$ cat src/rtl/sync_fifo.sv
// ---------------------------------------------------------------------------
// sync_fifo
//
// Single-clock FIFO between a producer and a consumer sharing one clock.
// Up to DEPTH words of WIDTH bits live in a circular RAM. A read pointer and
// a write pointer index that RAM. A separate occupancy counter tells full
// and empty apart, so DEPTH does not have to be a power of two and the
// pointers carry no extra wrap bit.
//
// Ports
//   clk           in   rising-edge clock for all state
//   reset         in   asynchronous, active-low reset
//   write_en      in   write request this cycle
//   write_data    in   word stored when the write is accepted
//   read_en       in   read request this cycle
//   read_data     out  registered read data, valid one cycle after the read
//   full          out  count == DEPTH
//   almost_full   out  count >= AF_LEVEL
//   empty         out  count == 0
//   almost_empty  out  count <= AE_LEVEL
//   count         out  current occupancy
//   overflow      out  (FIFO_ERR_FLAGS_EN only) sticky, write_en while full
//   underflow     out  (FIFO_ERR_FLAGS_EN only) sticky, read_en while empty
//
// Build option
//   FIFO_ERR_FLAGS_EN  define to add the sticky overflow/underflow outputs.
// ---------------------------------------------------------------------------
module sync_fifo #(
    parameter int DEPTH    = 32,
    parameter int WIDTH    = 8,
    parameter int AF_LEVEL = 28,
    parameter int AE_LEVEL = 4
) (
    input  logic                         clk,
    input  logic                         reset,
    input  logic                         write_en,
    input  logic [WIDTH-1:0]             write_data,
    input  logic                         read_en,
    output logic [WIDTH-1:0]             read_data,
    output logic                         full,
    output logic                         almost_full,
    output logic                         empty,
    output logic                         almost_empty,
`ifdef FIFO_ERR_FLAGS_EN
    output logic [$clog2(DEPTH+1)-1:0]   count,
    output logic                         overflow,
    output logic                         underflow
`else
    output logic [$clog2(DEPTH+1)-1:0]   count
`endif
);

    localparam int CW = $clog2(DEPTH + 1);
    localparam int AW = $clog2(DEPTH);

    localparam logic [AW-1:0] LAST_IDX = AW'(DEPTH - 1);
    localparam logic [CW-1:0] FULL_CNT = CW'(DEPTH);
    localparam logic [CW-1:0] AF_CNT   = CW'(AF_LEVEL);
    localparam logic [CW-1:0] AE_CNT   = CW'(AE_LEVEL);

    // Storage is not reset. Entries become meaningful only once written.
    logic [WIDTH-1:0] mem [DEPTH];

    logic [AW-1:0]    wr_ptr_q, wr_ptr_d;
    logic [AW-1:0]    rd_ptr_q, rd_ptr_d;
    logic [CW-1:0]    count_q, count_d;
    logic [WIDTH-1:0] read_data_q, read_data_d;

    logic             wr_accept;
    logic             rd_accept;

    // Status flags decode the registered count, so they change on the same
    // cycle as count.
    always_comb begin
        full         = (count_q == FULL_CNT);
        almost_full  = (count_q >= AF_CNT);
        empty        = (count_q == '0);
        almost_empty = (count_q <= AE_CNT);
    end

    // Acceptance is gated by the current flags. A write into an empty FIFO
    // is never forwarded to read_data in the same cycle: the read is
    // refused because empty is still set.
    always_comb begin
        wr_accept = write_en & ~full;
        rd_accept = read_en & ~empty;
    end

    // Next-state logic. Pointers wrap by index at DEPTH-1.
    // The count moves only when exactly one side is accepted.
    always_comb begin
        wr_ptr_d    = wr_ptr_q;
        rd_ptr_d    = rd_ptr_q;
        count_d     = count_q;
        read_data_d = read_data_q;

        if (wr_accept) begin
            wr_ptr_d = (wr_ptr_q == LAST_IDX) ? '0 : wr_ptr_q + AW'(1);
        end

        if (rd_accept) begin
            rd_ptr_d    = (rd_ptr_q == LAST_IDX) ? '0 : rd_ptr_q + AW'(1);
            read_data_d = mem[rd_ptr_q];
        end

        unique case ({wr_accept, rd_accept})
            2'b10:   count_d = count_q + CW'(1);
            2'b01:   count_d = count_q - CW'(1);
            default: count_d = count_q;
        endcase
    end

    // Control state register. An asserted reset drops all stored entries
    // at once by clearing the pointers and the occupancy.
    always_ff @(posedge clk or negedge reset) begin
        if (!reset) begin
            wr_ptr_q    <= '0;
            rd_ptr_q    <= '0;
            count_q     <= '0;
            read_data_q <= '0;
        end else begin
            wr_ptr_q    <= wr_ptr_d;
            rd_ptr_q    <= rd_ptr_d;
            count_q     <= count_d;
            read_data_q <= read_data_d;
        end
    end

    // RAM write port. It has no reset so it can map onto plain memory.
    always_ff @(posedge clk) begin
        if (wr_accept) begin
            mem[wr_ptr_q] <= write_data;
        end
    end

    assign read_data = read_data_q;
    assign count     = count_q;

`ifdef FIFO_ERR_FLAGS_EN
    logic overflow_q, overflow_d;
    logic underflow_q, underflow_d;

    // Sticky error flags record the raw request, not the accepted one.
    // Only reset clears them.
    always_comb begin
        overflow_d  = overflow_q | (write_en & full);
        underflow_d = underflow_q | (read_en & empty);
    end

    always_ff @(posedge clk or negedge reset) begin
        if (!reset) begin
            overflow_q  <= 1'b0;
            underflow_q <= 1'b0;
        end else begin
            overflow_q  <= overflow_d;
            underflow_q <= underflow_d;
        end
    end

    assign overflow  = overflow_q;
    assign underflow = underflow_q;
`endif

endmodule

$ cat config.mk
export PLATFORM = sky130hd
export DESIGN_NAME = sync_fifo
export DESIGN_NICKNAME = d
export VERILOG_FILES = /design/src/rtl/sync_fifo.sv
export SDC_FILE = /design/constraint.sdc
export NUM_CORES = 1
export LEC_CHECK = 0
export BUFFER_PORTS_ARGS = -buffer_cell sky130_fd_sc_hd__buf_2
export CORE_UTILIZATION = 50
export CTS_CLUSTER_DIAMETER = 50
export CTS_CLUSTER_SIZE = 28
export DETAILED_ROUTE_END_ITERATION = 6
export GPL_ROUTABILITY_DRIVEN = 0
export PLACE_DENSITY = 0.68
export RECOVER_POWER = 25
export SLEW_MARGIN = 20
export SYNTH_ARGS = -nofsm -noshare
export SYNTH_HDL_FRONTEND = slang
export SYNTH_SLANG_ARGS = --single-unit
$ cat constraint.sdc
create_clock -name clk -period 7.05 [get_ports clk]
set_clock_uncertainty 0.15 [all_clocks]
set_input_delay 1.41 -clock clk [delete_from_list [all_inputs] [get_ports clk]]
set_output_delay 1.41 -clock clk [all_outputs]
set_load 0.03 [all_outputs]
### Word level (Yosys, flattened, before mapping)

Memories as Yosys holds them, arrays and structs flattened. A register that Yosys moved wholly into a read port is not among the register bits.
Cells that the tools add are included.

* register bits after elaboration: 16
* RAM bits: 256
* input bits: 12
* output and inout port bits: 18
* word-level logic and storage cells: 27
* memories kept: 1

* add/subtract/negate cells: 4
* magnitude comparators: 2
* equality and inequality tests: 5
* mux-type cells: 5
* bitwise operators: 4
* reduce and logical (&&, ||, !) cells: 3

Memories
* mem: words 32, bits a word 8, read ports 1, clocked after memory_dff 1, wr ports 1, line 62 `logic [WIDTH-1:0] mem [DEPTH];`

Operators with widths (count)
* $pmux 6 s2: 1
* $add 5x1->5 const B: 2
* $eq 5x5->1 const B: 2
* $mux 5: 2
* $add 6x1->6 const B: 1
* $eq 6x6->1 const B: 1
* $ge 6x5->1 const B: 1
* $le 6x3->1 const B: 1
* $logic_not 6->1: 1
* $sub 6x1->6 const B: 1
* $and 1x1->1: 2
* $eq 2x1->1 const B: 1
* $eq 2x2->1 const B: 1
* $mux 1: 2
* $not 1->1: 2
* $reduce_bool 2->1: 1
* $logic_not 1->1: 1

### Longest topological paths before layout

Gate-level depths: netlist (run 1).

* word-level depth: 5
* mapped depth: 13
* gate-level depth less buffers: 12

### Worst setup path after synthesis (run 1)

Ideal clock, no wire load.

* path kind: register to output
* start: register count_q[1] (netlist: count[1])
* end: output port empty
* arrival time: 1915 ps
* required time: 5490 ps
* path slack: 3575 ps
* cell stages (with the launch flop): 3
* buffers on the path: 0
* cells stage by stage: dfrtp_1 > or3_1 > nor4_1

* word-level cells in the longest chain between the ends: 1

RTL lines
* start: declaration: line 66 `logic [CW-1:0] count_q, count_d;`
* start signal: assignment: line 124 `count_q <= count_d;`
* $logic_not 6->1: line 77 `empty = (count_q == '0);`
* end: declaration: line 42 `output logic empty,`

No other way between the ends.

### Final worst setup path (run 1)

* start: register count_q[1] (netlist: count[1])
* end: output port full

* word-level cells in the longest chain between the ends: 1

RTL lines
* $eq 6x6->1: line 75 `full = (count_q == FULL_CNT);`
* end: declaration: line 40 `output logic full,`

No other way between the ends.

==> metrics, run 1 <==
crit path to=full; CP required=between 5000 and 6000 ps; ys flop type=edfxtp_1; Critical Path Start Type=flip-flop; 1st-pass router iterations=5; Reg2Reg Depth=11; final wirelength=24100 microns; Setup TNS=0 ps; Avg Inst Size Synth=16.5 sq um; dpl cell area=11800 sq um; clk sink count=280; Slowest cell on crit path=or3_1; Crit. End Element=output port; status=complete, but fails checks; Starting Density=about 50%; FP Rows=55; leading post-synthesis cells by cell area=edfxtp_1 67%, mux2i_1 11%, dfrtp_1 5.2%; FF-to-FF End=count[5]$_DFFE_PN0P_; hold_ws=around 380 ps; final net count=748; FMAX=~280 MHz; CP Max Fanout=6; Post-CTS Setup Inserts=0; Max-Cap Viols=6; failing checks=max-capacitance violations, max-slew violations; via count=6122; Synth cell types=46; fraction of registers with async set/reset=8.57%; layout cells sized above 1=12.8%; HP Class=flip-flop to flip-flop; RSZ-0062 raised after global routing=false; die area=23600 sq um; worst vdd ir=~0.00035 V; Die Wd=154 microns; clock buffer depth=3; DRC viols=0; post-synth top area cell=edfxtp_1; R2R Setup Slk=3680 ps; Lkg Pwr=around 4.6 nW; # resized after CTS=0; Worst-Margin Slew=1770 ps; critical path arrival=1960 ps; Design Area, Final=12800 sq um; vias in the first global route=~6.3k; Iter 0 DRT Violations=530; Tmin final=3520 ps; sequential area share after synthesis=72.0%; largest net degree at the start of global routing=a little under 100; Rel. slew slack=-17.7%; CP max stage delay=~490 ps; Setup crit start=count[1]$_DFFE_PN0P_; CTS Buf Count=28; hold_buf cts=0; Root Driver=clkbuf_16; Pwr per Cell Area=385 nW/um^2; # setup viols final=0; DRT antenna net count=0; CTS tree=yes; top-area cell type share of the netlist area=66.8%; clk_lat worst skew=about 530 ps; Die Y=154 microns; top-count cell post-synth=edfxtp_1; H-tree levels=1; r2r startpoint=count[1]$_DFFE_PN0P_; WL per Instance=23.4 microns; period utilisation layout=between 40% and 50%; Area growth syn-to-layout=10.9%; worst path cell trace=or3_1, nor4_2, buf_2; most instantiated cells after synthesis=256 x edfxtp_1, 128 x mux2i_1, 38 x nor2_1; Via density=5.94; area of the core=22600 sq um; critical path class=flip-flop to output port; Final Util=roughly 57%; Post-synth EDFFs=256; Syn Std Cell Area=11500 sq um; Fill cells=1682; Hold Vio Cnt, Final=0; Yosys reg bits=280; HPWL after DPL=14600 microns; GRT Util Overall=21.0%; syn_nets=721; Yosys warning count=0; I/O pin total=30; n_diodes=0; first-pass GRT wire length=37200 microns; Post-Syn Instances=between 600 and 700; clock-pin slew on the worst setup and hold paths=80 ps; Max Slew Vio Count=198; initial antenna violation count=0; GR Overflow Total=0; number of buffers added on ports=29
## worst min-delay path by stage
stage	endpoint	depth (start not counted)	start	slack (ps)
finish	read_data[0]$_DFFE_PN0P_	2	read_data[0]$_DFFE_PN0P_	380
global placement	read_data[0]$_DFFE_PN0P_	2	read_data[0]$_DFFE_PN0P_	350
global route	read_data[0]$_DFFE_PN0P_	2	read_data[0]$_DFFE_PN0P_	390
CTS	read_data[0]$_DFFE_PN0P_	2	read_data[0]$_DFFE_PN0P_	370
detailed placement	read_data[0]$_DFFE_PN0P_	2	read_data[0]$_DFFE_PN0P_	350
floorplan	rd_ptr_q[2]$_DFFE_PN0P_	1	rd_ptr_q[2]$_DFFE_PN0P_	350
## cell usage in the layout (no fill, tap or decap), types with 4 or more instances in the layout
cell	synthesis	layout
a21oi_1	20	20
a221oi_1	16	16
a22o_1	16	16
a22oi_1	32	32
buf_2	6	22
buf_4	8	5
clkbuf_1	11	11
clkbuf_16	0	31
clkinv_2	1	5
dfrtp_1	24	23
edfxtp_1	256	256
ha_1	12	12
inv_1	8	8
mux2i_1	128	128
nand2_1	35	35
nand3_1	4	4
nor2_1	38	37
o21ai_0	10	10
o22ai_1	8	8
o41ai_2	6	6
## sequential cells by signal (all words and copies together), names as in the netlist
signal     flops
rd_ptr_q       5
mem          256
count          6
read_data      8
wr_ptr_q       5
## where the power goes
group / total, mW / internal [mW] / leakage, nW / switching (mW)
Combinational: 1.28 / 0.468 / 1.50 / 0.812
Sequential: 2.12 / 1.96 / 2.59 / 0.162
Clock: 1.52 / 0.861 / 0.471 / 0.659
## critical path: cells and delay by family (launching register included)
kind	cells	cell delay, ps
AND/OR/NAND/NOR	2	710
buffers and inverters	1	250
flip-flops	1	460
## cell families after synthesis
kind of cell / count (synthesis) / share of synthesized area (%)
mux: 130 / 11.3
xor+xnor: 5 / 0.381
buf+inv: 48 / 2.80
flops: 280 / 72.0
simple gates: 104 / 4.20
compound gates: 116 / 7.77
fa+ha+maj: 13 / 1.48
## metrics by stage
step                      setup WS, ps  std cells  total power [mW]
after floorplan                   3580        696              3.06
after global placement            3170        978              3.38
after detailed placement          3060        978              3.43
after CTS                         3510       1030              4.94
after global routing              3390       1030              5.12
final                             3530       1030              4.92
## routing by layer
layer / part of all wire, % / GRT usage (%) / vias up
li1: - / - / 2792
met4: 3.0 / 7.10 / 0
met2: 47 / 33.7 / 193
met3: 5.7 / 3.41 / 45
met1: 44 / 29.4 / 3092
met5: 0 / 0 / -
## area by class of cell
cell class	count	area, sq um	share of cell area (%)
sequential	280	8290	65.0
clock inverter	17	189	1.48
tap	285	357	2.79
clock buffer	35	791	6.20
timing repair buffer	35	194	1.52
inverter	10	38.8	0.304
multi-input combinational	368	2900	22.7
Power figures use the tool's default switching activity.
==> run 2: changes to the inputs <==
--- a/config.mk
+++ b/config.mk
@@ -11,7 +11,7 @@
 export CTS_CLUSTER_SIZE = 28
 export DETAILED_ROUTE_END_ITERATION = 6
 export GPL_ROUTABILITY_DRIVEN = 0
-export PLACE_DENSITY = 0.68
+export PLACE_DENSITY = 0.71
 export RECOVER_POWER = 25
 export SLEW_MARGIN = 20
 export SYNTH_ARGS = -nofsm -noshare
==> constraint.sdc (replaced) <==
create_clock -name clk -period 3 [get_ports clk]
set_clock_uncertainty 0.15 [all_clocks]
set_input_delay 0.6 -clock clk [delete_from_list [all_inputs] [get_ports clk]]
set_output_delay 0.6 -clock clk [all_outputs]
set_load 0.03 [all_outputs]
==> run 2 against run 1 <==
Non-clock buffer count grew 10. Critical path type is now flip-flop to flip-flop. Highest routed layer unchanged. Die area is the same. Utilization grew 0.29 points. Sequential power grew 130%. Worst hold slack lost 100 ps. Cell count grew 0.39%. Critical endpoint is now count[5]$_DFFE_PN0P_. The run still ends with max-capacitance violations, max-slew violations left.
==> metrics, run 2 (synthesized netlist as in run 1, its figures left out) <==
DRT antenna net count=0; CTS Buf Count=25; Via density=5.89; CP Max Fanout=7; final net count=755; area of the core=22600 sq um; failing checks=max-capacitance violations, max-slew violations; commonest non-fill, non-tap cell in the layout=edfxtp_1; CP required=about 3300 ps; # resized after CTS=0; layout cells sized above 1=14.7%; # setup viols final=0; Root Driver=clkbuf_16; final wirelength=~23000 microns; I/O pin total=30; Area growth syn-to-layout=11.5%; Hold Vio Cnt, Final=0; FMAX=~350 MHz; Max-Cap Viols=4; most frequent cells in the layout=256 x edfxtp_1, 128 x mux2i_1, 37 x nor2_1; Crit. End Element=flip-flop; Critical Path Start Type=flip-flop; Starting Density=between 50% and 60%; Tmin final=about 2800 ps; DRC viols=0; GRT Util Overall=20.0%; vias in the first global route=6159; die area=23600 sq um; initial antenna violation count=0; HP Class=input port to flip-flop; Iter 0 DRT Violations=487; via count=6094; Die Y=154 microns; pre-CTS WS=200 ps; number of buffers added on ports=29; HPWL after DPL=~15000 microns; clock buffer depth=3; CTS tree=yes; Post-CTS Setup Inserts=0; FP Rows=55; worst vdd ir=0.000692 V; Pwr per Cell Area=roughly 890 nW/um^2; n_diodes=0; critical path class=flip-flop to flip-flop; max reg flops=256; period utilisation layout=94.0%; Lkg Pwr=4.57 nW; largest net degree at the start of global routing=54; WL per Instance=22.3 microns; clk sink count=280; H-tree levels=1; Die Wd=154 microns; Reg with most FFs=mem; clock-pin slew on the worst setup and hold paths=80 ps; Max Slew Vio Count=132; clk_lat worst skew=540 ps; Total Power=11.5 mW; 1st-pass router iterations=6; GR Overflow Total=0; RSZ-0062 raised after global routing=false; worst setup margin=approximately 180 ps; status=complete, but fails checks; first-pass GRT wire length=35900 microns; Rel. slew slack=-7.59%; Worst-Margin Slew=about 1600 ps; critical path arrival=~3100 ps
run 2: final timing paths:
kind	to	cells after the start	startpoint	slack, ps
max in group asynchronous	rd_ptr_q[0]$_DFFE_PN0P_	2	reset	1780
setup / recovery	count[5]$_DFFE_PN0P_	9	count[1]$_DFFE_PN0P_	180
min in group asynchronous	count[5]$_DFFE_PN0P_	2	reset	440
hold / removal	rd_ptr_q[4]$_DFFE_PN0P_	5	read_en	280
setup reg to reg	count[5]$_DFFE_PN0P_	9	count[1]$_DFFE_PN0P_	180
hold reg to reg	read_data[5]$_DFFE_PN0P_	2	read_data[5]$_DFFE_PN0P_	340
run 2: worst max-delay path: stages (launching register included):
cell and delay [ps]:
dfrtp_2 460, or3_4 420, o41ai_4 260, inv_2 110, ha_4 210, ha_1 360
nand2_1 80, or4_1 490, nand3_1 100, xnor2_1 110
run 2: power breakdown:
part,internal [mW],switching (mW)
combinational,1.19,2.00
clock,1.81,1.56
sequential,4.60,0.311
total,7.59,3.87
run 2: per-layer routing:
| metal | GRT usage (%) | vias up | wire (microns) |
|---|---|---|---|
| met5 | 0 | - | 0 |
| met4 | 7.14 | 0 | 622 |
| met3 | 2.73 | 39 | 1330 |
| met2 | 32.6 | 208 | 11200 |
| met1 | 27.6 | 3045 | 9860 |
| li1 | - | 2802 | - |
run 2: per-stage QoR:
stage          setup TNS (ps)  hold WS [ps]  instances  instance area (sq um)  utilization [%]
5_1_grt                     0           300       1034                  12800             56.8
2_1_floorplan           -11.7           154        696                  11600                -
3_5_place_dp                0           330        987                  11900             52.8
3_3_place_gp                0           315        987                  11900             52.8
6_report                    0           278       1034                  12800             56.8
4_1_cts                     0           263       1034                  12800             56.9
run 2: repair_timing:
item                                    in CTS  in global routing
endpoints found under the hold margin       24                  0
hold buffers                                 1                  0
endpoints found under the setup margin       0                  0
run 2: layout make-up:
class	instances	area, sq um
multi-input cells	368	2950
well taps	285	357
repair buffers	45	287
inverters	10	42.5
flip-flops and latches	280	8290
clock buffers	26	629
fillers	1711	9740
clock inverters	20	272
==> run 3: changes to the inputs <==
--- a/config.mk
+++ b/config.mk
@@ -5,13 +5,14 @@
 export SDC_FILE = /design/constraint.sdc
 export NUM_CORES = 1
 export LEC_CHECK = 0
+export ABC_AREA = 1
 export BUFFER_PORTS_ARGS = -buffer_cell sky130_fd_sc_hd__buf_2
-export CORE_UTILIZATION = 50
+export CORE_UTILIZATION = 36
 export CTS_CLUSTER_DIAMETER = 50
 export CTS_CLUSTER_SIZE = 28
 export DETAILED_ROUTE_END_ITERATION = 6
 export GPL_ROUTABILITY_DRIVEN = 0
-export PLACE_DENSITY = 0.71
+export PLACE_DENSITY = 0.55
 export RECOVER_POWER = 25
 export SLEW_MARGIN = 20
 export SYNTH_ARGS = -nofsm -noshare
==> run 3 against run 2 <==
The run still ends with max-capacitance violations, max-slew violations left. Synthesized cell count rose by 50%. Count of clock-buffer cells in the layout up 8. Global-route usage down 2.3 points. Sequential share of layout area shrank 3.6 points. Critical path type unchanged. Largest power group unchanged. Highest routed layer unchanged.
==> metrics, run 3 <==
Max-Cap Viols=6; Combinational Power Share=around 32%; Die Wd=approximately 180 microns; # setup viols final=0; most frequent cells in the layout=362 x nand2_1, 256 x edfxtp_1, 229 x nand3_1; layout cells sized above 1=about an eighth; 1st-pass router iterations=5; sequential area share after synthesis=70.8%; first-pass GRT wire length=45000 microns; HP Start=read_data[4]$_DFFE_PN0P_; worst path cell trace=inv_2, nand2_1, nor3_1, nand2_1, nand2_2, inv_4, ha_2, ha_1, nand2_1, nand2_1, nand2_1, nand3_1, a21oi_1, o21ai_0, nand2_1, nand2_1; FP Rows=65; CP Max Fanout=18; Clock power frac=29.9%; Fill cells=slightly below 3k; HP Class=flip-flop to flip-flop; placed cell count=1496; Seq pwr share=38.0%; Reg with most FFs=mem; Sw Pwr=4.96 mW; top-count cell post-synth=nand2_1; GR Overflow Total=0; GRT Util Overall=around 18%; most instantiated cells after synthesis=362 x nand2_1, 256 x edfxtp_1, 229 x nand3_1; Via density=approximately 5; I/O pin total=30; clk sink count=280; CTS Buf Count=30; Starting Density=between 30% and 40%; hold_ws=331 ps; Int Pwr=7.84 mW; vias in the first global route=roughly 7.4k; Worst Hold Path EP=read_data[4]$_DFFE_PN0P_; via count=7717; Max Slew Vio Count=about 200; CP required=3300 ps; Yosys warning count=0; ys flop type=edfxtp_1; DRT antenna net count=0; period utilisation layout=90.5%; FMAX=368 MHz; die area=33200 sq um; Worst-Margin Slew=1770 ps; largest net degree at the start of global routing=131; Hold Vio Cnt, Final=0; Syn Std Cell Area=11700 sq um; worst vdd ir=0.000481 V; Crit. End Element=flip-flop; HPWL after DPL=17400 microns; final net count=around 1.1k; clk_lat worst skew=560 ps; switching share of power=38.7%; Root Driver=clkbuf_16; r2r startpoint=count[0]$_DFFE_PN0P_; DRC viols=0; RSZ-0062 raised after global routing=false; CP delay by family, top=simple AND/OR/NAND/NOR gates; final wirelength=29000 microns; FF-to-FF End=count[5]$_DFFE_PN0P_; critical path buffer and inverter count=2; Synth cell types=29; Post-CTS Setup Inserts=0; Slowest cell on crit path=dfrtp_1; Area growth syn-to-layout=15.9%; H-tree levels=1; area of the core=about 32000 sq um; Post-Syn Instances=1043; most frequent CP cell=nand2_1; syn_nets=1068; clock-pin slew on the worst setup and hold paths=70 ps; Critical Path Start Type=flip-flop; fraction of registers with async set/reset=8.57%; Final Util=42.7%; Die Y=182 microns; Iter 0 DRT Violations=approximately 670; critical path class=flip-flop to flip-flop; clock buffer depth=3; Avg Inst Size Synth=between 10 and 15 sq um; Min-Delay Path Depth=2; Yosys reg bits=280; leading post-synthesis cells by cell area=edfxtp_1 66%, nand2_1 12%, nand3_1 9.8%; Post-synth EDFFs=256; initial antenna violation count=0; critical path arrival=3010 ps; Tmin final=2710 ps; Setup TNS=0 ps; Rel. slew slack=-17.8%; commonest non-fill, non-tap cell in the layout=nand2_1; n_diodes=0; dpl cell area=12500 sq um; top-area cell type share of the netlist area=65.7%; Pwr per Cell Area=around 940 nW/um^2; max reg flops=256; number of buffers added on ports=29; Design Area, Final=13600 sq um; status=complete, but fails checks; R2R Setup Slk=290 ps; CTS tree=yes; failing checks=max-capacitance violations, max-slew violations; Reg2Reg Depth=16; CP max stage delay=roughly 440 ps; post-synth top area cell=edfxtp_1; Layout Cells excl Fill=approximately 1.6k; Lkg Pwr=5.12 nW; WL per Instance=~19 microns
## run 3: routing by layer
layer | vias up | GRT usage [%] | routed length [microns]
li1 | 3746 | - | -
met1 | 3734 | 24.7 | 13200
met2 | 190 | 28.9 | 13800
met3 | 47 | 2.27 | 1340
met4 | 0 | 5.31 | 725
met5 | - | 0 | 0
## run 3: cell families (layout without fill, tap and decap cells)
| group | count (synthesis) | after routing | share of synthesized area, % |
|---|---|---|---|
| xor+xnor | 3 | 3 | 0.224 |
| flops | 280 | 280 | 70.8 |
| fa+ha+maj | 13 | 13 | 1.45 |
| simple gates | 637 | 637 | 23.1 |
| buf+inv | 84 | 159 | 3.22 |
| compound gates | 26 | 26 | 1.26 |
## run 3: final cells by class
type / instances / area (sq um) / area share (%)
inverter: 29 / 114 / 0.839
clock buffer: 34 / 807 / 5.94
sequential: 280 / 8290 / 61.1
clock inverter: 22 / 254 / 1.87
multi-input combinational: 679 / 3050 / 22.5
timing repair buffer: 74 / 515 / 3.80
tap: 435 / 544 / 4.01
## run 3: repair_timing
action                                  in CTS  in global routing
hold endpoints to repair                    24                  0
hold buffers                                 1                  0
endpoints found under the setup margin       0                  2
gates resized for setup                      0                  3
## run 3: worst max path at each step
stage,startpoint,end,cells after the start
detailed placement,count[0]$_DFFE_PN0P_,count[5]$_DFFE_PN0P_,16
global route,count[0]$_DFFE_PN0P_,count[5]$_DFFE_PN0P_,16
floorplan,count[1]$_DFFE_PN0P_,count[4]$_DFFE_PN0P_,15
finish,count[0]$_DFFE_PN0P_,count[5]$_DFFE_PN0P_,16
global placement,count[0]$_DFFE_PN0P_,count[5]$_DFFE_PN0P_,16
CTS,count[0]$_DFFE_PN0P_,count[5]$_DFFE_PN0P_,16
## run 3: worst register-to-register path, cell delays in order, from the launching register on
cell and delay, ps:
dfrtp_1 440, inv_2 100, nand2_1 100, nor3_1 170, nand2_1 140, nand2_2 120, inv_4 90, ha_2 250
ha_1 350, nand2_1 80, nand2_1 60, nand2_1 60, nand3_1 110, a21oi_1 170, o21ai_0 110, nand2_1 70
nand2_1 50
## run 3: power groups by stage
stage	combinational, mW	clock (mW)	sequential [mW]
after floorplan	2.61	0	5.01
after global placement	4.09	0	4.94
after detailed placement	4.12	0	4.95
after CTS	4.14	3.89	4.86
after global routing	4.54	4.05	4.91
final	4.10	3.83	4.87
## run 3: through the flow
| step | power, mW | setup slack [ps] |
|---|---|---|
| after floorplan | 7.62 | 12.5 |
| after global placement | 9.03 | 189 |
| after detailed placement | 9.07 | 120 |
| after CTS | 12.9 | 117 |
| after global routing | 13.5 | 8.78 |
| final | 12.8 | 286 |
